File: config.mk
export PLATFORM = sky130hd
export DESIGN_NAME = hit_receiver
export DESIGN_NICKNAME = d
export VERILOG_FILES = /design/src/rtl/smash_pkg.sv /design/src/rtl/frame_ticker.sv /design/src/rtl/hit_receiver.sv
export SDC_FILE = /design/constraint.sdc
export NUM_CORES = 1
export LEC_CHECK = 0
export CORE_MARGIN = 5
export CORE_UTILIZATION = 60
export CTS_CLUSTER_SIZE = 8
export DETAILED_ROUTE_END_ITERATION = 10
export PLACE_DENSITY = 0.8
export SYNTH_ARGS = -nofsm -noshare
export SYNTH_HDL_FRONTEND = slang
export SYNTH_SLANG_ARGS = --single-unit
export TNS_END_PERCENT = 50
File: constraint.sdc
create_clock -name clock -period 25.3 [get_ports clock]
set_clock_uncertainty 0.2 [all_clocks]
set_input_delay 5.06 -clock clock [delete_from_list [all_inputs] [get_ports clock]]
set_output_delay 5.06 -clock clock [all_outputs]
set_load 0.02 [all_outputs]
File: src/rtl/smash_pkg.sv
// Shared attack-word layout, per-class hit constants and hit FSM states.
// Pure declarations; no latency or flow control of its own.
package smash_pkg;

    localparam int BIT_HIT       = 0;
    localparam int BIT_SMASH_U   = 1;
    localparam int BIT_SMASH_R   = 4;
    localparam int BIT_JAB       = 5;
    localparam int BIT_SPECIAL_U = 6;
    localparam int BIT_SPECIAL_R = 9;
    localparam int BIT_SPECIAL_N = 10;
    localparam int BIT_ACTIVE    = 11;
    localparam int BIT_SHIELD    = 12;

    localparam logic [9:0] DAMAGE_MAX = 10'd999;

    localparam logic [4:0] DMG_SMASH   = 5'd15;
    localparam logic [4:0] DMG_SPECIAL = 5'd8;
    localparam logic [4:0] DMG_NEUTRAL = 5'd5;
    localparam logic [4:0] DMG_JAB     = 5'd3;
    localparam logic [4:0] DMG_NONE    = 5'd0;

    localparam logic [7:0] STUN_SMASH   = 8'd30;
    localparam logic [7:0] STUN_SPECIAL = 8'd20;
    localparam logic [7:0] STUN_NEUTRAL = 8'd10;
    localparam logic [7:0] STUN_JAB     = 8'd10;
    localparam logic [7:0] STUN_NONE    = 8'd10;

    typedef enum logic [1:0] {IDLE, CAPTURE, STUN} hitState_t;

    typedef struct packed {
        logic [4:0] dmg;
        logic [7:0] stun;
    } hitClass_t;

    // Takes attack bits [10:1]; the lowest set bit decides the class.
    function automatic hitClass_t classify(input logic [9:0] kind);
        hitClass_t c;
        if (|kind[BIT_SMASH_R-1:BIT_SMASH_U-1]) begin
            c.dmg = DMG_SMASH;   c.stun = STUN_SMASH;
        end else if (kind[BIT_JAB-1]) begin
            c.dmg = DMG_JAB;     c.stun = STUN_JAB;
        end else if (|kind[BIT_SPECIAL_R-1:BIT_SPECIAL_U-1]) begin
            c.dmg = DMG_SPECIAL; c.stun = STUN_SPECIAL;
        end else if (kind[BIT_SPECIAL_N-1]) begin
            c.dmg = DMG_NEUTRAL; c.stun = STUN_NEUTRAL;
        end else begin
            c.dmg = DMG_NONE;    c.stun = STUN_NONE;
        end
        return c;
    endfunction

endpackage

File: src/rtl/frame_ticker.sv
// Free-running frame prescaler: one-cycle tick every FRAME_DIV clocks.
// Tick on count FRAME_DIV-1, first one FRAME_DIV-1 cycles after reset.
// No backpressure; always counting.
module frame_ticker #(
    parameter int FRAME_DIV = 833333
) (
    input  logic clock,
    input  logic reset,
    output logic tick
);
    localparam int CW = (FRAME_DIV > 2) ? $clog2(FRAME_DIV) : 1;

    logic [CW-1:0] count;

    assign tick = (count == CW'(FRAME_DIV - 1));

    always_ff @(posedge clock or negedge reset) begin
        if (!reset) begin
            count <= '0;
        end else if (tick) begin
            count <= '0;
        end else begin
            count <= count + CW'(1);
        end
    end

endmodule

File: src/rtl/hit_receiver.sv
// Victim side of a hit: registers each landed attack once, accumulates damage,
// produces damage-scaled decaying knockback and hitstun. hit_ack one cycle after
// hit rises; velocity/stunned one cycle later. No backpressure; inputs sampled every cycle.
module hit_receiver
    import smash_pkg::*;
#(
    parameter int FRAME_DIV = 833333,
    parameter int DECAY     = 1
) (
    input  logic        clock,
    input  logic        reset,
    input  logic [31:0] opp_attack,
    input  logic [31:0] opp_knockback,
    input  logic        own_shield,
    input  logic        clear_damage,
    output logic [15:0] damage,
    output logic [31:0] velocity,
    output logic        stunned,
    output logic        hit_ack
);
    localparam logic signed [15:0] DEC = 16'(DECAY);

    hitState_t         state, stateNext;
    logic              frameTick;
    logic              armed;
    logic              detect, accept;
    logic [9:0]        dmgReg;
    logic [10:0]       dmgSum;
    logic [9:0]        dmgSat;
    logic [7:0]        baseStun, stunCnt;
    logic [8:0]        stunSum;
    logic [7:0]        stunInit;
    logic signed [15:0] velX, velY;
    hitClass_t         cls;
    logic              unusedBits;

    frame_ticker #(.FRAME_DIV(FRAME_DIV)) ticker (
        .clock (clock),
        .reset (reset),
        .tick  (frameTick)
    );

    assign unusedBits = ^{opp_attack[31:BIT_SHIELD]};

    assign cls    = classify(opp_attack[BIT_SPECIAL_N:BIT_SMASH_U]);
    assign detect = armed & opp_attack[BIT_HIT];
    assign accept = detect & ~own_shield & ~clear_damage;

    assign dmgSum = {1'b0, dmgReg} + {6'b0, cls.dmg};
    assign dmgSat = (dmgSum > {1'b0, DAMAGE_MAX}) ? DAMAGE_MAX : dmgSum[9:0];

    // dmgReg already holds the new damage by the CAPTURE cycle.
    assign stunSum  = {1'b0, baseStun} + {3'b0, dmgReg[9:4]};
    assign stunInit = stunSum[8] ? 8'd255 : stunSum[7:0];

    function automatic logic signed [15:0] scaleAxis(input logic signed [15:0] k,
                                                     input logic [9:0] d);
        logic signed [26:0] kx, dx, prod, sum;
        kx   = 27'(k);
        dx   = 27'($signed({1'b0, d}));
        prod = kx * dx;
        sum  = kx + (prod >>> 7);
        if (sum > 27'sd32767)        return 16'sh7FFF;
        else if (sum < -27'sd32768)  return 16'sh8000;
        else                         return sum[15:0];
    endfunction

    function automatic logic signed [15:0] decayAxis(input logic signed [15:0] v);
        if (v > DEC)       return v - DEC;
        else if (v < -DEC) return v + DEC;
        else               return 16'sd0;
    endfunction

    always_comb begin
        stateNext = state;
        case (state)
            IDLE:    if (accept) stateNext = CAPTURE;
            CAPTURE: stateNext = STUN;
            STUN: begin
                if (accept)                           stateNext = CAPTURE;
                else if (frameTick && stunCnt <= 8'd1) stateNext = IDLE;
            end
            default: stateNext = IDLE;
        endcase
        if (clear_damage) stateNext = IDLE;
    end

    always_ff @(posedge clock or negedge reset) begin
        if (!reset) begin
            state    <= IDLE;
            armed    <= 1'b0;
            dmgReg   <= '0;
            baseStun <= '0;
            stunCnt  <= '0;
            velX     <= '0;
            velY     <= '0;
        end else begin
            state <= stateNext;

            if (clear_damage || detect)         armed <= 1'b0;
            else if (!opp_attack[BIT_ACTIVE])   armed <= 1'b1;

            if (clear_damage)  dmgReg <= '0;
            else if (accept)   dmgReg <= dmgSat;

            if (accept) baseStun <= cls.stun;

            if (clear_damage) begin
                velX <= '0;
                velY <= '0;
            end else if (state == CAPTURE) begin
                velX    <= scaleAxis(opp_knockback[31:16], dmgReg);
                velY    <= scaleAxis(opp_knockback[15:0], dmgReg);
                stunCnt <= stunInit;
            end else if (state == STUN && frameTick) begin
                if (stunCnt <= 8'd1) begin
                    stunCnt <= '0;
                    velX    <= '0;
                    velY    <= '0;
                end else begin
                    stunCnt <= stunCnt - 8'd1;
                    velX    <= decayAxis(velX);
                    velY    <= decayAxis(velY);
                end
            end
        end
    end

    assign damage   = {6'b0, dmgReg};
    assign velocity = {velX, velY};
    assign stunned  = (state == STUN);
    assign hit_ack  = (state == CAPTURE) & ~clear_damage;

endmodule
After elaboration in Yosys (flattened, before gate mapping)
Index checks and enable logic that the tools add are counted.
- add/sub/neg operators: 10
- multiply operators: 2
- divide/modulo/power cells: 0
- order comparisons: 10
- equal/unequal tests: 6
- shifts and indexed selects: 0
- muxes and demuxes: 35
- bitwise logic cells: 6
- reductions and logical operators: 11
- operator list (cell ; number):
    2-to-1 mux 16 bit ; 16
    multiplier 16 x 11 -> 27 bit ; 2
    adder 16 x 20 -> 21 bit ; 2
    > comparator 21 x 16 -> 1 bit, second input constant ; 2
    less-than comparator 21 x 16 -> 1 bit, second input constant ; 2
    adder 16 x 2 -> 16 bit, second input constant ; 2
    > comparator 16 x 2 -> 1 bit, second input constant ; 2
    less-than comparator 16 x 1 -> 1 bit, second input constant ; 2
    2-to-1 mux 8 bit ; 4
    subtractor 16 x 2 -> 16 bit, second input constant ; 2
    2-to-1 mux 10 bit ; 3
    2-to-1 mux 13 bit ; 2
    adder 20 x 1 -> 20 bit, second input constant ; 1
    == test 20 bit, second input constant ; 1
    2-to-1 mux 20 bit ; 1
    2-to-1 mux 12 bit ; 1
    adder 10 x 5 -> 11 bit ; 1
    > comparator 11 x 10 -> 1 bit, second input constant ; 1
    2-to-1 mux 11 bit ; 1
    adder 8 x 6 -> 9 bit ; 1
    less-or-equal comparator 8 x 1 -> 1 bit, second input constant ; 1
    2-to-1 mux 2 bit ; 4
    OR reduction 4 bit ; 2
    subtractor 8 x 1 -> 8 bit, second input constant ; 1
    other kinds (15) ; 23
- flip-flop bits (word level): 81
- latch bits: 0
- bits in writable memories: 0
- memory bits (read-only): 0
- input bits: 68
- output and inout port bits: 50
- word-level logic and storage cells: 88
- memories: 0

Logic depth before layout (Yosys ltp)
- word-level depth: 9
- depth in mapped cells: 36
- depth with buffers taken out: 33

Cells and area by module
Synthesis repeated with hierarchy kept, for this count alone.
- cells, all modules: 2223
- area total of the unflattened synthesis: 18718.0 sq um
- modules (own cells, without submodules) (module ; times used ; cells an instance ; area an instance (sq um)):
    hit_receiver ; 1 ; 2125 ; 17690.7
    frame_ticker ; 1 ; 98 ; 1027.2

Worst setup path after synthesis
No wires, ideal clock.
- path kind: input to register
- start: in opp_knockback[5]
- end: reg velY[7]
- setup time: 0.066 ns
- data arrival time: 12.256 ns
- data required time: 25.034 ns
- path slack: 12.778 ns
- cell stages on the path: 30
- buffers on the path: 2
- cell sequence: clkbuf_1 > and2_1 > fa_1 > inv_1 > fa_1 > inv_1 > fa_1 > fa_1 > inv_1 > fa_1 > inv_1 > ha_1 > a211o_1 > o31ai_1 > o2111a_1 > o21ai_1 > a21oi_1 > xnor2_1 > ha_1 > nand4_1 > nor2_2 > nand2_1 > o31ai_1 > o221ai_2 > mux2_4 > nor4_2 > nor3_4 > buf_4 > o31ai_1 > a22o_1
- longest elaborated chain between the ends: 7
- elaborated cells between the ends (all ways): 8
- classes of those cells: add/sub: 1; mul: 1; order compare: 2; mux: 4
- RTL lines (what ; line ; RTL):
    from (decl) ; hit_receiver.sv:13 ; input logic [31:0] opp_knockback,
    multiplier 16 x 11 -> 27 bit ; hit_receiver.sv:61 ; prod = kx * dx;
    adder 16 x 20 -> 21 bit (*) ; hit_receiver.sv:62 ; sum = kx + (prod >>> 7);
    less-than comparator 21 x 16 -> 1 bit ; hit_receiver.sv:64 ; else if (sum < -27'sd32768) return 16'sh8000;
    2-to-1 mux 16 bit ; hit_receiver.sv:64 ;
    2-to-1 mux 16 bit (*) ; hit_receiver.sv:63 ; if (sum > 27'sd32767) return 16'sh7FFF;
    2-to-1 mux 16 bit (*) ; hit_receiver.sv:111 ; end else if (state == CAPTURE) begin
    2-to-1 mux 16 bit (*) ; hit_receiver.sv:108 ; if (clear_damage) begin
    to (signal assigned) ; hit_receiver.sv:113 ; velY <= scaleAxis(opp_knockback[15:0], dmgReg);
    to (signal assigned) ; hit_receiver.sv:123 ; velY <= decayAxis(velY);
    to (decl) ; hit_receiver.sv:33 ; logic signed [15:0] velX, velY;
Every way passes the cells marked *; elsewhere a longest branch is shown, timed or not.
A chain may end at the register's enable or synchronous reset.

Final worst setup path
- start: in opp_knockback[18]
- end: reg velX[8]
- longest elaborated chain between the ends: 7
- elaborated cells between the ends (all ways): 8
- classes of those cells: add/sub: 1; mul: 1; order compare: 2; mux: 4
- RTL lines (what ; line ; RTL):
    multiplier 16 x 11 -> 27 bit ; hit_receiver.sv:61 ;
    adder 16 x 20 -> 21 bit (*) ; hit_receiver.sv:62 ;
    less-than comparator 21 x 16 -> 1 bit ; hit_receiver.sv:64 ;
    2-to-1 mux 16 bit ; hit_receiver.sv:64 ;
    2-to-1 mux 16 bit (*) ; hit_receiver.sv:63 ;
    2-to-1 mux 16 bit (*) ; hit_receiver.sv:111 ;
    2-to-1 mux 16 bit (*) ; hit_receiver.sv:108 ;
    to (signal assigned) ; hit_receiver.sv:112 ; velX <= scaleAxis(opp_knockback[31:16], dmgReg);
    to (signal assigned) ; hit_receiver.sv:122 ; velX <= decayAxis(velX);
    to (decl) ; hit_receiver.sv:33 ;
Marked as above.

==> results.md <==
CTS:
- Counting along the longest clock path gives a buffer depth of 2.
- The tree built by TritonCTS fans out to 75 sinks.
- TritonCTS built the clock tree.
- The tree is rooted in a clkbuf_16.
- For this design, the CTS-stage hold fixing added 0 buffers.
- The number of gates resized after CTS is 0.
- After clock tree synthesis, the clock-pin slew on the worst setup and hold paths is 0.07 ns.
- The H-tree was split into 3 levels.
- The number of post-CTS setup repair buffers is 0.
- The number of buffers added by the clock tree synthesis step is 9.
- The clock latency reported for the late side of the worst-skew pair is 0.35 ns.

Setup path:
- In this run the worst setup path terminates at velX[8].
- The cell family contributing the most delay on the critical path is compound AO/OA/AOI/OAI gates.
- Counting both buffers and inverters, the worst setup path holds a total of 3.
- In this run the critical register-to-register path is captured at velX[8].
- The signal arrival time at the worst endpoint is 13.97 ns.
- STA puts the critical path data required time at 25.32 ns.
- The reg-to-reg critical path startpoint is dmgReg[5].
- The startpoint type of the worst setup path is an input port.
- The cell count along the critical path is 30.
- The critical path endpoint category is a flip-flop.
- The cell repeated most along the worst path is fa_1.
- Measured in cells, the most critical reg-to-reg path has a length of 26.
- The delay of the slowest cell on the worst path is 0.71 ns.
- The critical path starts at opp_knockback[18].
- Across all register-to-register paths, the minimum setup slack is 15.83 ns.
- The path type of the worst setup path is input port to flip-flop.
- Of all nets on the critical path, the largest fanout is 15.
- The largest individual stage delay along the critical path comes from the cell o21ai_0.

STA:
- The number of pins exceeding their max-slew limit in the final report came to 0.
- The final number of hold-violating endpoints came to 0.
- The aggregate negative setup slack is 0 ns.
- The fraction of the cycle the final worst path needs is 55.14%.
- The top achievable clock speed is 71.68 MHz.
- The shortest clock period the worst path allows after layout is 13.95 ns.
- Setup violations remaining at the end of the flow were counted as 0.
- The headroom to the max-slew limit is 30.95%.
- In the post-route analysis, the smallest setup slack over all paths is 11.35 ns.
- Setup repair after global routing left no endpoint under its margin.
- For the pin with the worst max-slew slack, the measured transition is 1.034 ns.

Logic synthesis:
- The primary flip-flop cell chosen by synthesis mapping is dfrtp_1.
- The register area share after synthesis is 9.929%.
- In this run the mean area of a mapped cell was 8.383 um^2.
- Yosys attributes the largest share of cell area to fa_1, ha_1, dfrtp_1, inv_1, nand2_1.
- Of all cell types, the one taking the most synthesized area is fa_1.
- In this run, synthesis inferred 0 flip-flops with an integrated enable.
- The share of synthesized area in the top cell type comes to 30.92%.
- Yosys printed 0 warnings.
- The cell count after synthesis is 2255.
- Summing every instance area after synthesis gives 18900 um^2.
- The number of different library cells used by synthesis comes to 89.
- After synthesis the netlist holds a flip-flop and latch count of 75.
- In the synthesized netlist the async set-or-reset flop fraction comes to 100.0%.

Finish:
- The number of inserted diodes is 0.
- The layout overhead on the synthesized area is 7.579%.
- The final instance count without filler cells is 2682.
- At the end of the flow the core is filled with cells to 64.95%.
- The post-route netlist has 2.368% of its cells at a drive strength greater than 1.
- The count of nets after finishing is 2809.
- Fill cells in the final layout number 2560.

Global route:
- The fraction of met3 tracks used by global routing is 2.885%.
- The global routing met1 resource utilization is 33.34%.
- The total routing usage reported by global routing is 26.42%.
- The number of antenna violations at the first check in global routing is 0.
- The first global-routing pass estimated 78620 um of wire.
- Entering global routing, the biggest net connects 76 pins.
- The met2 routing resource usage after global routing is 47.03%.
- The number of global-route vias before repair came to 16730.
- The total grt overflow is 0.
- The global routing stage identified its most utilized layer as met2.

Power:
- Power spread over the standard cell area amounts to 27.85 nW/um^2.
- Sequential cells account for 23.4% of the total power.
- Of the total power, the share spent switching nets is 43.06%.
- The cell-internal power is 0.3225 mW.
- In this run, the clock network consumes 23.8% of the power.
- VDD sags by at most 0.00002543 V.
- The combinational share of power is 52.8%.
- For this design the static power due to leakage is 10.25 nW.
- The completed layout was analyzed and its total power is 0.5664 mW.
- The switching power is 0.2439 mW.

Worst hold path:
- The worst hold path belongs to the class flip-flop to flip-flop.

Detailed routing:
- In the final routed layout, each cell accounts on average for 16.98 um.
- The ratio of routed vias to standard cells is 5.830.
- The number of vias in the routed layout is 15640.
- The first TritonRoute pass finished after 6 iterations.
- The detail route stage leaves a number of antenna-violating nets equal to 0.
- After detailed routing, the total wire length is 45530 um.
- The number of design rule violations left after detail routing is 0.
- In this run, the number of DRC markers left after iteration 0 of detailed routing was 1115.

Place:
- The placed cell count is 2666.
- The worst slack at placement is 11.13 ns.
- The sum of net half-perimeters after detailed placement is 36340 um.
- At the end of routability-driven placement, the weighted congestion stood at 0.9251.
- During placement, the flow inserted port buffers numbering 91.

Floorplan:
- The floorplan die area is 35150 um^2.
- The total I/O pin count is 118.
- The initialized floorplan defines 65 standard-cell rows.
- The starting density of the core is 60.37%.
- After floorplanning, the core was sized to cover 31310 um^2.
- Measured along the y axis, the die boundary spans 187.5 um.
- From left edge to right edge, the die measures 187.5 um.

Run:
- The max-capacitance violation count is 0.

Run status:
- The run finished with clean final reports.
==> cell usage after synthesis (6+ instances only) <==
| cell type | count |
|---|---|
| fa_1 | 292 |
| xor2_1 | 40 |
| a22o_1 | 10 |
| buf_2 | 8 |
| a211oi_1 | 14 |
| buf_1 | 6 |
| nand4_1 | 14 |
| o21bai_1 | 10 |
| nor2b_1 | 18 |
| nand2_1 | 263 |
| a21o_1 | 30 |
| dfrtp_1 | 75 |
| ha_1 | 174 |
| o21ai_1 | 35 |
| or3_1 | 9 |
| nor2_1 | 107 |
| o31ai_1 | 16 |
| o21ai_0 | 62 |
| inv_1 | 394 |
| xnor2_1 | 81 |
| nand2b_1 | 19 |
| nor4_1 | 9 |
| nor3_1 | 38 |
| and2_1 | 142 |
| a31oi_1 | 13 |
| a21oi_1 | 113 |
| a41oi_1 | 6 |
| o21a_1 | 15 |
| nand3_1 | 31 |
| a211o_1 | 7 |
| clkbuf_1 | 83 |
| and3_1 | 10 |
| buf_4 | 7 |
==> worst min path at each step <==
stage | start | endpoint | slack (ns) | cells past startpoint
after floorplan | state[0] | state[0] | 0.24 | 1
after detailed placement | state[0] | state[0] | 0.27 | 1
after CTS | state[0] | state[0] | 0.28 | 1
final | state[0] | state[0] | 0.29 | 1
after global routing | state[0] | state[0] | 0.31 | 1
after global placement | state[0] | state[0] | 0.26 | 1
==> area by class of cell <==
class / count / area [um^2] / share of cell area (%)
repair buffers: 108 / 1036 / 5.094
inverters: 394 / 1479 / 7.272
clock buffers: 10 / 229.0 / 1.126
clock inverters: 6 / 72.57 / 0.3569
well taps: 402 / 503.0 / 2.473
flip-flops and latches: 75 / 1877 / 9.229
multi-input cells: 1687 / 15140 / 74.45
==> sequential cells by signal, summed over array words and instances (netlist names) <==
signal and flops:
ticker.count 20, armed 1, dmgReg 10, stunCnt 8, velX 16, state 2, baseStun 2, velY 16
==> worst reg2reg max path, delay by kind of cell (launching register included) <==
kind | cells | cell delay [ns]
AOI/OAI and AO/OA | 11 | 3.85
adders and majority gates | 7 | 3.22
and+or+nand+nor | 3 | 0.44
DFF | 1 | 0.97
xor gates and xnor gates | 1 | 0.19
buffers and inverters | 4 | 0.53
==> power groups by stage <==
stage	Combinational, mW	Clock, mW	Sequential, mW
after floorplan	0.226	0	0.134
after global placement	0.285	0	0.134
after detailed placement	0.295	0	0.134
after CTS	0.297	0.136	0.132
after global routing	0.336	0.141	0.133
final	0.299	0.135	0.133
==> layout by cell type, fill, tap and decap left out, types with 15 or more instances in the layout <==
cell             instances
o21a_1                  15
and2_1                 142
dfrtp_1                 75
nand3_1                 31
xor2_1                  40
nand2_1                263
o21ai_1                 35
clkdlybuf4s50_1         90
o31ai_1                 16
buf_4                   18
ha_1                   174
a21o_1                  30
nand2b_1                19
xnor2_1                 81
a21oi_1                113
fa_1                   292
inv_1                  394
nor2b_1                 18
nor2_1                 107
nor3_1                  38
o21ai_0                 62
==> cell families (layout without fill, tap and decap cells) <==
| family | count (synthesis) | in the layout | synth area share, % |
|---|---|---|---|
| AO/OA/AOI/OAI | 396 | 396 | 13.62 |
| XOR/XNOR | 121 | 121 | 5.606 |
| adder cells (fa/ha/maj) | 466 | 466 | 42.44 |
| buffers and inverters | 498 | 518 | 10.08 |
| flip-flops | 75 | 75 | 9.929 |
| multiplexers | 6 | 6 | 0.3442 |
| other | 1 | 6 | 0.01984 |
| AND/OR/NAND/NOR | 692 | 692 | 17.96 |
==> per-layer routing <==
layer  share of wire (%)  routed length [um]
met1                  40               18410
met5                   0                   0
met2                  50               22800
met4                 3.7                1667
met3                 5.8                2652
==> metrics by stage <==
| step | hold WS, ns | instance area, um^2 |
|---|---|---|
| global placement | 0.2573 | 20030 |
| detailed placement | 0.2727 | 20030 |
| finish | 0.2928 | 20340 |
| CTS | 0.2841 | 20340 |
| floorplan | 0.2428 | 18920 |
| global route | 0.3080 | 20340 |
No activity file was read; power rests on OpenSTA's default activity.
